<file path="src/rtl/wave_param_pkg.sv">
// rtl/wave_param_pkg.sv - shared widths, defaults, repeat states and key priority order
package wave_param_pkg;

    localparam int CODE_W        = 6;
    localparam int FREQ_MIN_DEF  = 1;
    localparam int FREQ_MAX_DEF  = 20;
    localparam int PHASE_MAX_DEF = 35;

    // Lower index wins when several events land in the same cycle.
    localparam int KEY_FREQ_UP   = 0;
    localparam int KEY_FREQ_DOWN = 1;
    localparam int KEY_PHASE     = 2;
    localparam int KEY_WAVE      = 3;
    localparam int NUM_KEYS      = 4;

    typedef enum logic [1:0] {
        RPT_IDLE   = 2'd0,
        RPT_HOLD   = 2'd1,
        RPT_REPEAT = 2'd2
    } rpt_state_t;

endpackage

</file>
<file path="src/rtl/wave_param_ctrl_key_debounce.sv">
// rtl/wave_param_ctrl_key_debounce.sv - key synchronizer, stability counter and press pulse
module key_debounce #(
    parameter int DEBOUNCE_CNT = 1_000_000
) (
    input  logic clk,
    input  logic rst_n,
    input  logic key_raw,
    output logic key_level,
    output logic press
);

    localparam int CNT_W = $clog2(DEBOUNCE_CNT + 1);
    localparam logic [CNT_W-1:0] CNT_LAST = CNT_W'(DEBOUNCE_CNT);

    logic             sync_q1;
    logic             sync_q2;
    logic             level_q;
    logic             level_d;
    logic             armed;
    logic [CNT_W-1:0] cnt;

    // Until a stable release has been seen after reset the key is ignored,
    // so a key held through reset cannot generate a press.
    always_ff @(posedge clk or negedge rst_n) begin
        if (!rst_n) begin
            sync_q1 <= 1'b1;
            sync_q2 <= 1'b1;
            level_q <= 1'b1;
            level_d <= 1'b1;
            armed   <= 1'b0;
            cnt     <= '0;
        end else begin
            sync_q1 <= key_raw;
            sync_q2 <= sync_q1;
            level_d <= level_q;
            if (!armed) begin
                if (!sync_q2) begin
                    cnt <= '0;
                end else if (cnt == CNT_LAST) begin
                    armed <= 1'b1;
                    cnt   <= '0;
                end else begin
                    cnt <= cnt + 1'b1;
                end
            end else if (sync_q2 == level_q) begin
                cnt <= '0;
            end else if (cnt == CNT_LAST) begin
                level_q <= sync_q2;
                cnt     <= '0;
            end else begin
                cnt <= cnt + 1'b1;
            end
        end
    end

    assign key_level = level_q;
    assign press     = level_d & ~level_q;

endmodule

</file>
<file path="src/rtl/wave_param_ctrl.sv">
// rtl/wave_param_ctrl.sv - key-driven freq/wave/phase parameter registers for the DDS sender
module wave_param_ctrl
    import wave_param_pkg::*;
#(
    parameter int DEBOUNCE_CNT = 1_000_000,
    parameter int HOLD_CNT     = 50_000_000,
    parameter int REPEAT_CNT   = 10_000_000,
    parameter int FREQ_MIN     = FREQ_MIN_DEF,
    parameter int FREQ_MAX     = FREQ_MAX_DEF,
    parameter int PHASE_MAX    = PHASE_MAX_DEF
) (
    input  logic              clk,
    input  logic              rst_n,
    input  logic              key_freq_up,
    input  logic              key_freq_down,
    input  logic              key_phase,
    input  logic              key_wave,
    output logic [CODE_W-1:0] freq_select,
    output logic              wave_select,
    output logic [CODE_W-1:0] phase_select,
    output logic              param_valid
);

    localparam int TMR_MAX = (HOLD_CNT > REPEAT_CNT) ? HOLD_CNT : REPEAT_CNT;
    localparam int TMR_W   = $clog2(TMR_MAX + 1);

    logic [NUM_KEYS-1:0] key_raw;
    logic [NUM_KEYS-1:0] level;
    logic [NUM_KEYS-1:0] press;

    always_comb begin
        key_raw                = '1;
        key_raw[KEY_FREQ_UP]   = key_freq_up;
        key_raw[KEY_FREQ_DOWN] = key_freq_down;
        key_raw[KEY_PHASE]     = key_phase;
        key_raw[KEY_WAVE]      = key_wave;
    end

    for (genvar i = 0; i < NUM_KEYS; i++) begin : g_key
        key_debounce #(
            .DEBOUNCE_CNT (DEBOUNCE_CNT)
        ) u_key_debounce (
            .clk       (clk),
            .rst_n     (rst_n),
            .key_raw   (key_raw[i]),
            .key_level (level[i]),
            .press     (press[i])
        );
    end

    logic levels_unused;
    assign levels_unused = level[KEY_PHASE] ^ level[KEY_WAVE];

    rpt_state_t       rpt_state;
    logic             rpt_up;
    logic [TMR_W-1:0] rpt_tmr;
    logic             held_level;
    logic             hold_done;
    logic             repeat_done;
    logic             opposite_press;
    logic             rpt_evt;

    assign held_level     = rpt_up ? level[KEY_FREQ_UP] : level[KEY_FREQ_DOWN];
    assign hold_done      = (rpt_state == RPT_HOLD)   && (rpt_tmr == TMR_W'(HOLD_CNT));
    assign repeat_done    = (rpt_state == RPT_REPEAT) && (rpt_tmr == TMR_W'(REPEAT_CNT));
    assign opposite_press = rpt_up ? press[KEY_FREQ_DOWN] : press[KEY_FREQ_UP];
    assign rpt_evt        = (hold_done || repeat_done) && !held_level;

    always_ff @(posedge clk or negedge rst_n) begin
        if (!rst_n) begin
            rpt_state <= RPT_IDLE;
            rpt_up    <= 1'b0;
            rpt_tmr   <= '0;
        end else begin
            case (rpt_state)
                RPT_IDLE: begin
                    rpt_tmr <= '0;
                    if (press[KEY_FREQ_UP]) begin
                        rpt_state <= RPT_HOLD;
                        rpt_up    <= 1'b1;
                    end else if (press[KEY_FREQ_DOWN]) begin
                        rpt_state <= RPT_HOLD;
                        rpt_up    <= 1'b0;
                    end
                end
                default: begin
                    if (opposite_press) begin
                        rpt_state <= RPT_HOLD;
                        rpt_up    <= ~rpt_up;
                        rpt_tmr   <= '0;
                    end else if (held_level) begin
                        rpt_state <= RPT_IDLE;
                        rpt_tmr   <= '0;
                    end else if (hold_done || repeat_done) begin
                        rpt_state <= RPT_REPEAT;
                        rpt_tmr   <= '0;
                    end else begin
                        rpt_tmr <= rpt_tmr + 1'b1;
                    end
                end
            endcase
        end
    end

    logic              evt_up;
    logic              evt_down;
    logic [CODE_W-1:0] freq_n;
    logic              wave_n;
    logic [CODE_W-1:0] phase_n;

    assign evt_up   = press[KEY_FREQ_UP]   | (rpt_evt &  rpt_up);
    assign evt_down = press[KEY_FREQ_DOWN] | (rpt_evt & ~rpt_up);

    // One event per cycle; anything of lower priority is dropped.
    always_comb begin
        freq_n  = freq_select;
        wave_n  = wave_select;
        phase_n = phase_select;
        if (evt_up) begin
            if (freq_select != CODE_W'(FREQ_MAX)) freq_n = freq_select + 1'b1;
        end else if (evt_down) begin
            if (freq_select != CODE_W'(FREQ_MIN)) freq_n = freq_select - 1'b1;
        end else if (press[KEY_PHASE]) begin
            phase_n = (phase_select == CODE_W'(PHASE_MAX)) ? '0 : phase_select + 1'b1;
        end else if (press[KEY_WAVE]) begin
            wave_n = ~wave_select;
        end
    end

    always_ff @(posedge clk or negedge rst_n) begin
        if (!rst_n) begin
            freq_select  <= CODE_W'(FREQ_MIN);
            wave_select  <= 1'b0;
            phase_select <= '0;
            param_valid  <= 1'b0;
        end else begin
            freq_select  <= freq_n;
            wave_select  <= wave_n;
            phase_select <= phase_n;
            param_valid  <= (freq_n != freq_select) || (wave_n != wave_select) ||
                            (phase_n != phase_select);
        end
    end

endmodule

</file>
<file path="config.mk">
export PLATFORM = sky130hd
export DESIGN_NAME = wave_param_ctrl
export DESIGN_NICKNAME = d
export VERILOG_FILES = /design/src/rtl/wave_param_pkg.sv /design/src/rtl/wave_param_ctrl_key_debounce.sv /design/src/rtl/wave_param_ctrl.sv
export SDC_FILE = /design/constraint.sdc
export NUM_CORES = 1
export LEC_CHECK = 0
export BUFFER_PORTS_ARGS = -buffer_cell sky130_fd_sc_hd__buf_4
export CORE_MARGIN = 2
export CORE_UTILIZATION = 30
export DETAILED_ROUTE_END_ITERATION = 10
export MAX_ROUTING_LAYER = met4
export SETUP_SLACK_MARGIN = 0.15
export SYNTH_ARGS = -nofsm -noshare
export SYNTH_HDL_FRONTEND = slang
export SYNTH_SLANG_ARGS = --single-unit
</file>
<file path="constraint.sdc">
create_clock -name clk -period 2.1 [get_ports clk]
set_input_delay 0.42 -clock clk [delete_from_list [all_inputs] [get_ports clk]]
set_output_delay 0.42 -clock clk [all_outputs]
set_load 0.005 [all_outputs]
</file>
## Yosys cells after proc, flatten, opt, wreduce, memory -nomap -nowiden

Index checks and enable logic that the tools add are counted.

- $add $sub $neg: 8
- Eq/ne operators: 19
- Multiplexer cells: 56
- Reduce and logical (&&, ||, !) cells: 16
- Bitwise logic cells: 18

Operators with widths:

| kind | number |
|---|---|
| 20-bit 2-to-1 mux | 16 |
| 26-bit 2-to-1 mux | 4 |
| 20-bit by 1-bit adder with 20-bit output (second input constant) | 4 |
| 20-bit == test (second input constant) | 4 |
| 6-bit 2-to-1 mux | 8 |
| 26-bit by 1-bit adder with 26-bit output (second input constant) | 1 |
| 26-bit by 24-bit == test with 1-bit output (second input constant) | 1 |
| 26-bit == test (second input constant) | 1 |
| 1-bit 2-to-1 mux | 22 |
| 6-bit by 1-bit adder with 6-bit output (second input constant) | 2 |
| 2-bit 2-to-1 mux | 6 |
| 6-bit != test | 2 |
| 3-bit AND reduction | 4 |
| 1-bit inverter | 10 |
| 1-bit AND | 6 |
| 6-bit == test (second input constant) | 1 |
| 6-bit by 1-bit != test with 1-bit output (second input constant) | 1 |
| 6-bit by 5-bit != test with 1-bit output (second input constant) | 1 |
| 6-bit by 1-bit subtractor with 6-bit output (second input constant) | 1 |
| 1-bit == test | 4 |
| 2-bit AND reduction | 2 |
| 4-bit nonzero test | 1 |
| 1-bit logical AND | 3 |
| 1-bit logical OR | 3 |
| 8 further kinds | 9 |

- Flip-flop bits (word level): 143
- Logic and storage cells: 148
- Output and inout bits: 14
- Input bits: 6

## Longest topological paths before layout

Gate-level depths: netlist of run 1.

- Depth after elaboration: 11
- Mapped depth: 9
- Mapped depth without buffers: 8

## By module

Synthesis of run 1 repeated with hierarchy kept, for this count alone.

- Cell total of the unflattened synthesis: 743
- Area, all modules: 7,475.9 um^2

Modules (own cells, without submodules):

| module | times used | sequential area each (um^2) | cells each | area an instance (um^2) |
|---|---|---|---|---|
| key_debounce | 4 | 630.6 | 121 | 1,228.7 |
| wave_param_ctrl | 1 | 1,077.3 | 259 | 2,561.2 |

## Least setup slack after synthesis of run 1

Ideal clock, no wire load.

- Path kind: reg-to-reg
- Start point: register rpt_tmr[0]
- End point: register freq_select[3]
- Setup slack: -0.072 ns
- Data arrival time: 2.091 ns
- Period minus slack after synthesis: 2.172 ns
- Cell stages (with the launch flop): 9
- Required time: 2.020 ns
- Buffers on the path: 0
- Setup time: 0.080 ns
- Cell sequence: dfrtp_1 > inv_1 > ha_1 > nor4bb_1 > nand4_1 > a211oi_2 > nor2_1 > or4_4 > o211ai_2

- Cells in the longest elaborated chain, start to end: 8
- Elaborated cells on any way between the ends: 12
- Classes of those cells: eq/ne (2); mux (2); bitwise (4); reduce/logical (4)

RTL lines:

| what | RTL line | text |
|---|---|---|
| from (decl) | wave_param_ctrl.sv:56 | `logic [TMR_W-1:0] rpt_tmr;` |
| from (signal assigned) | wave_param_ctrl.sv:98 | `rpt_tmr <= rpt_tmr + 1'b1;` |
| 26-bit == test or 26-bit by 24-bit == test with 1-bit output (tied branches) | wave_param_ctrl.sv:64, wave_param_ctrl.sv:65 |  |
| 1-bit logical AND, on equally long branches | wave_param_ctrl.sv:64, wave_param_ctrl.sv:65 |  |
| 1-bit logical OR * | wave_param_ctrl.sv:67 | `assign rpt_evt = (hold_done \|\| repeat_done) && !held_level;` |
| 1-bit logical AND * | wave_param_ctrl.sv:67 |  |
| 1-bit AND | wave_param_ctrl.sv:112 | `assign evt_down = press[KEY_FREQ_DOWN] \| (rpt_evt & ~rpt_up);` |
| 1-bit bitwise OR | wave_param_ctrl.sv:112 |  |
| 6-bit 2-to-1 mux | wave_param_ctrl.sv:121 | `end else if (evt_down) begin` |
| 6-bit 2-to-1 mux * | wave_param_ctrl.sv:119 | `if (evt_up) begin` |
| via freq_n[3] | wave_param_ctrl.sv:107 | `logic [CODE_W-1:0] freq_n;` |
| to (signal assigned) | wave_param_ctrl.sv:132 | `freq_select <= CODE_W'(FREQ_MIN);` |
| to (signal assigned) | wave_param_ctrl.sv:137 | `freq_select <= freq_n;` |
| to (decl) | wave_param_ctrl.sv:18 | `output logic [CODE_W-1:0] freq_select,` |

The timed path passes the listed nets; every way through them passes the cells marked *.
A chain may end at the register's enable or synchronous reset.

## Worst setup path after layout of run 1

- Start point: register rpt_tmr[0]
- End point: register freq_select[2]

The elaborated chain is that of the path after synthesis.

==> results, run 1 <==
- Counting flops with a built-in enable in the synthesized netlist gives 0.
- After technology mapping, the gate count stands at 715.
- Detailed placement finished with a half-perimeter wire length of 9.02 mm.
- The library cell occupying the most area in the post-synthesis netlist is sky130_fd_sc_hd__dfrtp_1.
- The overall fraction of global-route tracks in use is 0.118.
- The first global-routing pass estimated between 20 and 25 mm of wire.
- The stage delay of the slowest cell on the critical path is about 490 ps.
- The detailed-routing iteration count for the pre-antenna-repair pass is 4.
- Wires add up to 13.3 mm.
- The die outline area is 0.0246 mm².
- The top-level I/O count is 20.
- The cell with the most instances on the worst path is sky130_fd_sc_hd__a21oi_4.
- The wire length per cell after detailed routing is 11.9 µm.
- The sum of buffers and inverters on the critical path is 2.
- The final critical-path required period is 2140 ps.
- The Yosys step of the flow raised 0 warnings.
- For hold timing, the worst endpoint is g_key[2].u_key_debounce.sync_q1.
- The area share of and/or/nand/nor cells after synthesis is 0.262.
- The endpoint identified for the worst register-to-register timing path is freq_select[2].
- Setup violations remaining at the end of the flow were counted as 2.
- The number of placed instances, taps included, is 1,080.
- Leaving out fill and tap cells, the most frequent cells in the layout are 137 x sky130_fd_sc_hd__nor2_1, 125 x sky130_fd_sc_hd__dfrtp_1, 65 x sky130_fd_sc_hd__xor2_1, 64 x sky130_fd_sc_hd__buf_4, 61 x sky130_fd_sc_hd__nand2_1.
- Clock tree synthesis inserted a total of 17 buffers.
- The starting density of the core is 0.308.
- The summed instance area of the synthesized netlist is 0.00702 mm².
- Summing all non-filler instances in the final layout gives an area of 0.00879 mm².
- Walking the worst path, the cells encountered are inv_1 -> ha_2 -> nor4bb_4 -> nand4_1 -> buf_6 -> a21oi_4 -> a21oi_4 -> or4_4 -> a311oi_2.
- Entering global routing, the biggest net connects 45 pins.
- The count of cell types in the netlist is 54.
- The checks that failed: setup timing.
- The classification of the worst-slack hold path is in -> reg.
- Across all register-to-register paths, the minimum setup slack is -40 ps.
- Measured in cells, the most critical reg-to-reg path has a length of 9.
- The count of nets left with antenna violations once routing finished came out at 0.
- Routability-driven placement finished with a final weighted congestion of around 0.76.
- The run finished, with violations left.
- After clock tree synthesis, the clock-pin slew on the worst setup and hold paths is 60 ps.
- The initial antenna violation count is 0.
- The maximum clock skew at final layout is 8.88 ps.
- A synthesized cell averages 9.82 µm².
- The count of clock tree sinks is 143.
- The most frequent standard cell in the layout excluding fill and tap cells is sky130_fd_sc_hd__nor2_1.
- Global routing finished with a remaining overflow of 0.
- The most used flip-flop cell after synthesis is sky130_fd_sc_hd__dfrtp_1.
- The worst-case clock buffer depth is 2.
- The share of the clock period used by the worst path is 1.02.
- From bottom edge to top edge, the die measures 157 µm.
- The reported leakage power is 3.80 nW.
- The share of synthesized area in the top cell type comes to 0.449.
- The worst-case vdd ir drop is 0.000579 V.
- The critical-path cell with the highest stage delay is sky130_fd_sc_hd__or4_4.
- The XOR/XNOR share of the synthesized area is 0.126.
- Data on the critical path is required at its endpoint by ~2400 ps.
- The area growth from synthesis to layout is 25.3%.
- Before CTS, the worst setup slack after placement is -4.70 ps.
- Across all hold checks on the routed design, the worst slack comes to 111 ps.
- At the later pin of the worst-skew pair, clock insertion delay measures 420 ps.
- The proportion of synthesized area in mux cells is 0.00945.
- The number of synthesized register bits is 143.
- The power density of the placed cells is 695 mW/mm².
- The number of antenna diodes in the final layout is 0.
- The type of origin of the critical path is a flop.
- The first-iteration detailed-routing DRC count is 256.
- Setup repair after global routing could not meet its margin everywhere.
- The net count of the mapped netlist is 736.
- The max-capacitance violation count is 0.
- In this run the critical register-to-register path is launched from rpt_tmr[0].
- The initialized floorplan defines between 50 and 60 standard-cell rows.
- The hold violation total from the final report is 0.
- CTS placed an instance of sky130_fd_sc_hd__clkbuf_16 at the clock tree root.
- The total of buffers placed on input and output ports is 19.
- In this run the most critical hold path is launched from key_phase.
- Once placement finished, the instance area stood at 0.00790 mm².
- Along the worst hold path, the cell count comes to 1.
- Of the synthesized area, sequential elements account for 0.513.
- The worst setup path is of the reg -> reg kind.
- In this design, the largest share of critical-path delay is due to simple AND/OR/NAND/NOR gates.
- The type of element capturing the critical path is a flop.
- After synthesis, the largest family of logic cells by area is simple AND/OR/NAND/NOR gates.
- The final number of max-transition violations came to 0.
- The via count of the first global-routing pass is 4,924.
- The detailed-route vias per instance is approximately 4.5.
- The detailed-route DRC error count is 0.
- Of the total synthesized cell area, the portion taken by full adders, half adders and majority gates is 0.0267.
- After routing, the total negative slack on setup checks comes to -51.0 ps.
- TritonCTS built the clock tree.
- The maximum clock rate is 466 MHz.
- The actual slew at the worst max-slew pin is ~590 ps.
- For this run, the post-layout net count is between 800 and 900.
- The utilization of the core after routing is 0.386.
- The horizontal die dimension is between 150 and 200 µm.
- Along the worst path, the maximum fanout reaches 4.
- For the worst setup path, the data arrival time is around 2500 ps.
- The relative slew slack is 0.603.
- The area fraction in compound gates after synthesis is 0.0421.
- The H-tree generated during clock tree synthesis spans 4 levels.
- The share of flip-flops with an asynchronous set or reset is 1.00.
- The total vias in the final route is about 5,000.
- The core region is 0.0228 mm².
- Yosys attributes the largest share of cell area to sky130_fd_sc_hd__dfrtp_1 45%, sky130_fd_sc_hd__xor2_1 8.1%, sky130_fd_sc_hd__nor2_1 7.4%.
- The finished layout holds around 1,100 standard cells, fillers aside.
- After layout, the worst setup slack is -44.5 ps.
- In the final layout, the share of cells above drive strength 1 is 0.208.
- The completed layout was analyzed and its total power is 6.11 mW.
-- metal layers --
layer | GRT usage | vias up | wire length, µm
li1 | - | 2598 | -
met1 | 0.163 | 2388 | 7040
met2 | 0.177 | 37 | 5870
met3 | 0.0231 | 11 | 265
met4 | 0.0341 | 0 | 142
met5 | - | - | 0
-- cells by family after synthesis --
| logic type | after synthesis |
|---|---|
| and+or+nand+nor | 371 |
| adders and majority gates | 15 |
| buffers and inverters | 38 |
| DFF | 143 |
| AOI/OAI and AO/OA | 41 |
| muxes | 6 |
| xor gates and xnor gates | 101 |
-- synth_stat cells (2+ instances only) --
| library cell | number |
|---|---|
| sky130_fd_sc_hd__a21o_1 | 5 |
| sky130_fd_sc_hd__and2_1 | 2 |
| sky130_fd_sc_hd__a21oi_1 | 6 |
| sky130_fd_sc_hd__nand2b_1 | 7 |
| sky130_fd_sc_hd__nor2b_1 | 5 |
| sky130_fd_sc_hd__o21ai_0 | 11 |
| sky130_fd_sc_hd__dfstp_2 | 17 |
| sky130_fd_sc_hd__or3_1 | 6 |
| sky130_fd_sc_hd__xor2_1 | 65 |
| sky130_fd_sc_hd__nor2_1 | 139 |
| sky130_fd_sc_hd__nand3_1 | 48 |
| sky130_fd_sc_hd__and4b_1 | 3 |
| sky130_fd_sc_hd__and4_1 | 5 |
| sky130_fd_sc_hd__nor4_1 | 7 |
| sky130_fd_sc_hd__nor4b_1 | 13 |
| sky130_fd_sc_hd__clkbuf_1 | 12 |
| sky130_fd_sc_hd__nand2_1 | 61 |
| sky130_fd_sc_hd__dfrtp_1 | 126 |
| sky130_fd_sc_hd__inv_1 | 25 |
| sky130_fd_sc_hd__ha_1 | 15 |
| sky130_fd_sc_hd__o22ai_1 | 2 |
| sky130_fd_sc_hd__mux2_2 | 5 |
| sky130_fd_sc_hd__xnor2_1 | 36 |
| sky130_fd_sc_hd__o31ai_1 | 3 |
| sky130_fd_sc_hd__or4_1 | 4 |
| sky130_fd_sc_hd__nand4_1 | 26 |
| sky130_fd_sc_hd__or2_2 | 5 |
| sky130_fd_sc_hd__nor3_1 | 17 |
| sky130_fd_sc_hd__and3_1 | 14 |
-- what timing repair did --
item	in CTS	in global routing
hold endpoints to repair	24	0
cloned	0	1
buffers inserted	3	4
pin swaps	6	11
resized for setup	8	31
hold buffers	1	0
endpoints found under the setup margin	8	116
-- worst max-delay path by stage --
| stage | start | endpoint | slack (ps) | cells after the start |
|---|---|---|---|---|
| 4_1_cts | rpt_tmr[0] | freq_select[2] | -3 | 9 |
| 2_1_floorplan | rpt_tmr[0] | freq_select[2] | 2 | 8 |
| 3_5_place_dp | rpt_tmr[1] | freq_select[2] | -5 | 9 |
| 6_report | rpt_tmr[0] | freq_select[2] | -40 | 9 |
| 3_3_place_gp | rpt_tmr[4] | freq_select[2] | 30 | 7 |
| 5_1_grt | rpt_tmr[1] | freq_select[2] | -150 | 9 |
-- layout make-up --
type / instances / area [µm²]
fill: 2198 / 14000
sequential: 143 / 3600
multi-input combinational: 534 / 3460
timing repair buffer: 74 / 632
clock buffer: 18 / 439
tap: 313 / 392
clock inverter: 14 / 179
inverter: 25 / 93.8
-- power breakdown --
| part | switching (mW) | internal (mW) | total, mW |
|---|---|---|---|
| clock network | 1.21 | 1.92 | 3.13 |
| logic | 0.109 | 0.0538 | 0.163 |
| registers | 0.0285 | 2.79 | 2.82 |
-- sequential cells by signal (all words and copies together) (netlist names) --
register	count
g_key.u_key_debounce.sync_q1	4
g_key.u_key_debounce.cnt	80
rpt_state	2
g_key.u_key_debounce.armed	4
rpt_tmr	26
g_key.u_key_debounce.level_d	4
freq_select	6
wave_select	1
rpt_up	1
phase_select	6
g_key.u_key_debounce.sync_q2	4
param_valid	1
g_key.u_key_debounce.key_level	4
Note: power is estimated with default switching activity, not from simulation.
==> run 2, diff against run 1 <==
--- a/config.mk
+++ b/config.mk
@@ -5,6 +5,7 @@
 export SDC_FILE = /design/constraint.sdc
 export NUM_CORES = 1
 export LEC_CHECK = 0
+export ABC_AREA = 1
 export BUFFER_PORTS_ARGS = -buffer_cell sky130_fd_sc_hd__buf_4
 export CORE_MARGIN = 2
 export CORE_UTILIZATION = 30
==> results, run 2 <==
- Result of the run: finished, final reports clean (was complete, but fails checks).
- The sum of buffers and inverters on the critical path is 3 (was 2).
- The maximum level of the CTS H-tree is 4 (unchanged).
- The path type of the worst setup path is reg -> reg (unchanged).
- The final setup violation count was 0 (was 2).
- The required time of the critical path is 2390 ps (was 2420 ps).
- The cell with the most instances on the worst path is sky130_fd_sc_hd__inv_2 (was sky130_fd_sc_hd__a21oi_4).
- The pin count of the biggest net entering global routing is 55 (was 45).
- The stage delay of the slowest cell on the critical path is 430 ps (was 490 ps).
- The hold violation total from the final report came to 0 (unchanged).
- The horizontal die dimension is 163 µm (was 157 µm).
- The sequential fraction of the synthesis area is 0.478 (was 0.513).
- The setup slack after placement is 195 ps (was -4.70 ps).
- The detailed-route DRC error count is 0 (unchanged).
- Unrepaired setup endpoints after global routing: yes (unchanged).
- The overall fraction of global-route tracks in use is 0.126 (was 0.118).
- The number of clock buffers inserted by TritonCTS was 17 (unchanged).
- The worst-case vdd ir drop was 0.000479 V (was 0.000579 V).
- The placeable core region was 0.0249 mm² (was 0.0228 mm²).
- The number of warnings printed during yosys synthesis is 0 (unchanged).
- The final number of max-transition violations was 0 (unchanged).
- The count of cell instances traversed by the critical path is 12 (was 9).
- The relative slew slack was 0.618 (was 0.603).
- The depth of the worst register-to-register path is 12 (was 9).
- The classification of the worst-slack hold path is in -> reg (unchanged).
- The post-route total power came to 6.26 mW (was 6.11 mW).
- The share of the clock period used by the worst path is 0.908 (was 1.02).
- The fraction of layout cells with a size suffix above 1 is 0.233 (was 0.208).
- The number of synthesized register bits is 143 (unchanged).
- The maximum clock rate is 524 MHz (was 466 MHz).
- The die outline area came to 0.0264 mm² (was 0.0246 mm²).
- The post-CTS clock slew at the launch and capture registers of the worst setup and hold paths was 60 ps (about the same).
- The cell depth of the worst min-delay path is 1 (unchanged).
- The worst setup path startpoint was rpt_tmr[1] (was rpt_tmr[0]).
- The area growth from synthesis to layout came to 24.7% (was 25.3%).
- The number of flip-flops under the largest register name was 80 (unchanged).
- The detailed-route vias per instance is 4.52 (was 4.49).
- The share of Yosys cell area claimed by the top area cell type is 0.418 (was 0.449).
- The most frequent cell after synthesis was sky130_fd_sc_hd__nand2_1 (was sky130_fd_sc_hd__nor2_1).
- The die span in y is 163 µm (was 157 µm).
- The net count of the mapped netlist is 933 (was 736).
- The maximum clock skew at final layout is 13.2 ps (was 8.88 ps).
- The remaining global-route overflow is 0 (unchanged).
- The critical-path cell with the highest stage delay was sky130_fd_sc_hd__dfrtp_1 (was sky130_fd_sc_hd__or4_4).
- The power density of the placed cells came to 666 mW/mm² (was 695 mW/mm²).
- The reported leakage power came to 4.19 nW (was 3.80 nW).
- The origin of the critical flop-to-flop path is rpt_tmr[1] (was rpt_tmr[0]).
- The setup TNS is 0 ps (was -51.0 ps).
- The number of flops mapped to enable cells by yosys is 0 (unchanged).
- The register name with the most flops is g_key.u_key_debounce.cnt (unchanged).
- Top cells by instance count after synthesis: 155 x sky130_fd_sc_hd__nand2_1, 149 x sky130_fd_sc_hd__nor2_1, 126 x sky130_fd_sc_hd__dfrtp_1, 123 x sky130_fd_sc_hd__inv_1, 55 x sky130_fd_sc_hd__nand3_1 (was 139 x sky130_fd_sc_hd__nor2_1, 126 x sky130_fd_sc_hd__dfrtp_1, 65 x sky130_fd_sc_hd__xor2_1, 61 x sky130_fd_sc_hd__nand2_1, 48 x sky130_fd_sc_hd__nand3_1).
- The max-capacitance violation count is 0 (unchanged).
- The category of cells accounting for the largest share of critical-path delay is simple AND/OR/NAND/NOR gates (unchanged).
- The detailed-routing iteration count for the pre-antenna-repair pass is 4 (unchanged).
- The startpoint of the worst hold path is key_phase (unchanged).
- The worst hold margin is 102 ps (was 111 ps).
- The first-pass GRT wire length is 26.4 mm (was 23.3 mm).
- The starting density of the core is 0.303 (was 0.308).
- The first-iteration detailed-routing DRC count came to 417 (was 256).
- The worst-case clock buffer depth is 2 (unchanged).
- The share of flip-flops with an asynchronous set or reset was 1.00 (unchanged).
- The most used flip-flop cell after synthesis is sky130_fd_sc_hd__dfrtp_1 (unchanged).
- The final critical-path required period is 1910 ps (was 2140 ps).
- The initial antenna violation count is 0 (unchanged).
- The total wirelength of the detailed-routed design was 15.8 mm (was 13.3 mm).
- The most frequent standard cell in the layout excluding fill and tap cells is sky130_fd_sc_hd__nand2_1 (was sky130_fd_sc_hd__nor2_1).
- The final critical-path setup slack came to 193 ps (was -44.5 ps).
- The synthesized area per cell is 8.27 µm² (was 9.82 µm²).
- The synthesized instance count was 912 (was 715).
- Cell breakdown of the critical path: inv_2 -> ha_4 -> inv_2 -> nor2_4 -> nand3_2 -> nor2_4 -> nand3_4 -> nand2_8 -> inv_2 -> or2_1 -> nand3_1 -> o22ai_1 (was inv_1 -> ha_2 -> nor4bb_4 -> nand4_1 -> buf_6 -> a21oi_4 -> a21oi_4 -> or4_4 -> a311oi_2).
- Largest cells by area after synthesis: sky130_fd_sc_hd__dfrtp_1 42%, sky130_fd_sc_hd__nand2_1 7.7%, sky130_fd_sc_hd__nor2_1 7.4% (was sky130_fd_sc_hd__dfrtp_1 45%, sky130_fd_sc_hd__xor2_1 8.1%, sky130_fd_sc_hd__nor2_1 7.4%).
- The data arrival time of the worst path is 2190 ps (was 2460 ps).
- The top fanout value on the critical path is 5 (was 4).
- The via count of the first global-routing pass is 5,659 (was 4,924).
- The actual slew at the worst max-slew pin is 573 ps (was 589 ps).
- The top-level I/O count was 20 (unchanged).
- The number of inserted diodes is 0 (unchanged).
- Highest-count cells in the layout ignoring fill and taps: 149 x sky130_fd_sc_hd__nand2_1, 139 x sky130_fd_sc_hd__nor2_1, 121 x sky130_fd_sc_hd__dfrtp_1, 116 x sky130_fd_sc_hd__inv_1, 55 x sky130_fd_sc_hd__buf_4 (was 137 x sky130_fd_sc_hd__nor2_1, 125 x sky130_fd_sc_hd__dfrtp_1, 65 x sky130_fd_sc_hd__xor2_1, 64 x sky130_fd_sc_hd__buf_4, 61 x sky130_fd_sc_hd__nand2_1).
- The total vias in the final route is 6,008 (was 5,034).
- The type of origin of the critical path is a flop (unchanged).
- The TritonCTS clock tree is done (unchanged).
- The placed wire-length estimate after detailed placement was 10.9 mm (was 9.02 mm).
- The number of nets with antenna violations after routing is 0 (unchanged).
- The count of clock tree sinks is 143 (unchanged).
- The total number of placement rows is 58 (was 55).
- The type of element capturing the critical path is a flop (unchanged).
- The count of cell types in the netlist is 49 (was 54).
- The worst-skew pair later-pin latency came to 420 ps (about the same).
- The summed instance area of the synthesized netlist came to 0.00754 mm² (was 0.00702 mm²).
- The library cell occupying the most area in the post-synthesis netlist is sky130_fd_sc_hd__dfrtp_1 (unchanged).
- The final weighted congestion in routability-driven placement is 0.833 (was 0.762).
- The net count of the finished layout was 1,007 (was 816).
- The total of buffers placed on input and output ports is 19 (unchanged).
- Biggest registers after layout: g_key.u_key_debounce.cnt (80), rpt_tmr (26) (unchanged).
- The wire length per cell after detailed routing is 11.9 µm (about the same).
- The root buffer cell is sky130_fd_sc_hd__clkbuf_16 (unchanged).
==> run 2: cell types whose count changed in the layout (fill, tap and decap cells not counted), moves of 12 or more <==
cell                      delta
sky130_fd_sc_hd__nor4b_1    -12
sky130_fd_sc_hd__xor2_1     -36
sky130_fd_sc_hd__nand4_1    -12
sky130_fd_sc_hd__nand2_1    +88
sky130_fd_sc_hd__and3_1     -14
sky130_fd_sc_hd__a21oi_1    +34
sky130_fd_sc_hd__o21ai_0    +18
sky130_fd_sc_hd__nor2_2     +17
sky130_fd_sc_hd__xnor2_1    -28
sky130_fd_sc_hd__nor2_4     +16
sky130_fd_sc_hd__inv_2      +14
sky130_fd_sc_hd__nand3_2    +14
sky130_fd_sc_hd__nor3_1     +13
sky130_fd_sc_hd__inv_1      +91
==> run 2: power by group <==
group	leakage [nW]	switching [mW]	internal, mW	total [mW]
logic	1.96	0.127	0.0717	0.199
registers	1.92	0.0282	2.79	2.82
clock network	0.305	1.23	2.02	3.25
==> run 2: stage by stage <==
stage               area, µm²  utilization  std cells
floorplan                7540            -        912
global placement         8200        0.329       1266
detailed placement       8200        0.329       1266
CTS                      8840        0.355       1299
global route             9400        0.378       1329
finish                   9400        0.378       1329
==> run 2: worst register-to-register path, cell delays in order, from the launching register on <==
cell and delay [ps]:
sky130_fd_sc_hd__dfrtp_1 430, sky130_fd_sc_hd__inv_2 110, sky130_fd_sc_hd__ha_4 130, sky130_fd_sc_hd__inv_2 40, sky130_fd_sc_hd__nor2_4 100, sky130_fd_sc_hd__nand3_2 100, sky130_fd_sc_hd__nor2_4 180, sky130_fd_sc_hd__nand3_4 160
sky130_fd_sc_hd__nand2_8 140, sky130_fd_sc_hd__inv_2 40, sky130_fd_sc_hd__or2_1 220, sky130_fd_sc_hd__nand3_1 70, sky130_fd_sc_hd__o22ai_1 70
==> run 2: repair_timing <==
action | 4_1_cts | 5_1_grt
resized for setup | 0 | 79
setup endpoints to repair | 0 | 35
setup buffers | 0 | 29
hold buffers | 1 | 0
hold endpoints to repair | 9 | 0
==> run 2: area by class of cell <==
type,instances,area (µm²)
Fill cell,2471,15500
Clock buffer,19,433
Sequential cell,143,3610
Tap cell,330,413
Inverter,132,503
Timing Repair Buffer,62,526
Clock inverter,13,200
Multi-Input combinational cell,630,3720
==> run 2: path summary, 6_finish.rpt <==
| path | endpoint | slack (ps) |
|---|---|---|
| max | freq_select[5] | 190 |
| min | g_key[2].u_key_debounce.sync_q1 | 100 |
| max reg2reg | freq_select[5] | 190 |
| min reg2reg | g_key[0].u_key_debounce.sync_q2 | 360 |
| max in group asynchronous | g_key[2].u_key_debounce.sync_q1 | 870 |
| min in group asynchronous | rpt_tmr[23] | 530 |
==> run 2: kinds of logic (layout without fill, tap and decap cells) <==
group,count (synthesis),count (layout),synth area share
AO/OA/AOI/OAI,99,99,0.0750
XOR/XNOR,37,37,0.0430
adder cells (fa/ha/maj),15,15,0.0249
buffers and inverters,140,226,0.0707
flip-flops,143,143,0.478
multiplexers,4,4,0.00597
AND/OR/NAND/NOR,474,475,0.303
==> run 2: per-layer routing <==
metal,share of wire,global-route usage
met4,0.0054,0.0306
met2,0.47,0.193
met3,0.043,0.0407
met5,0,-
met1,0.48,0.162
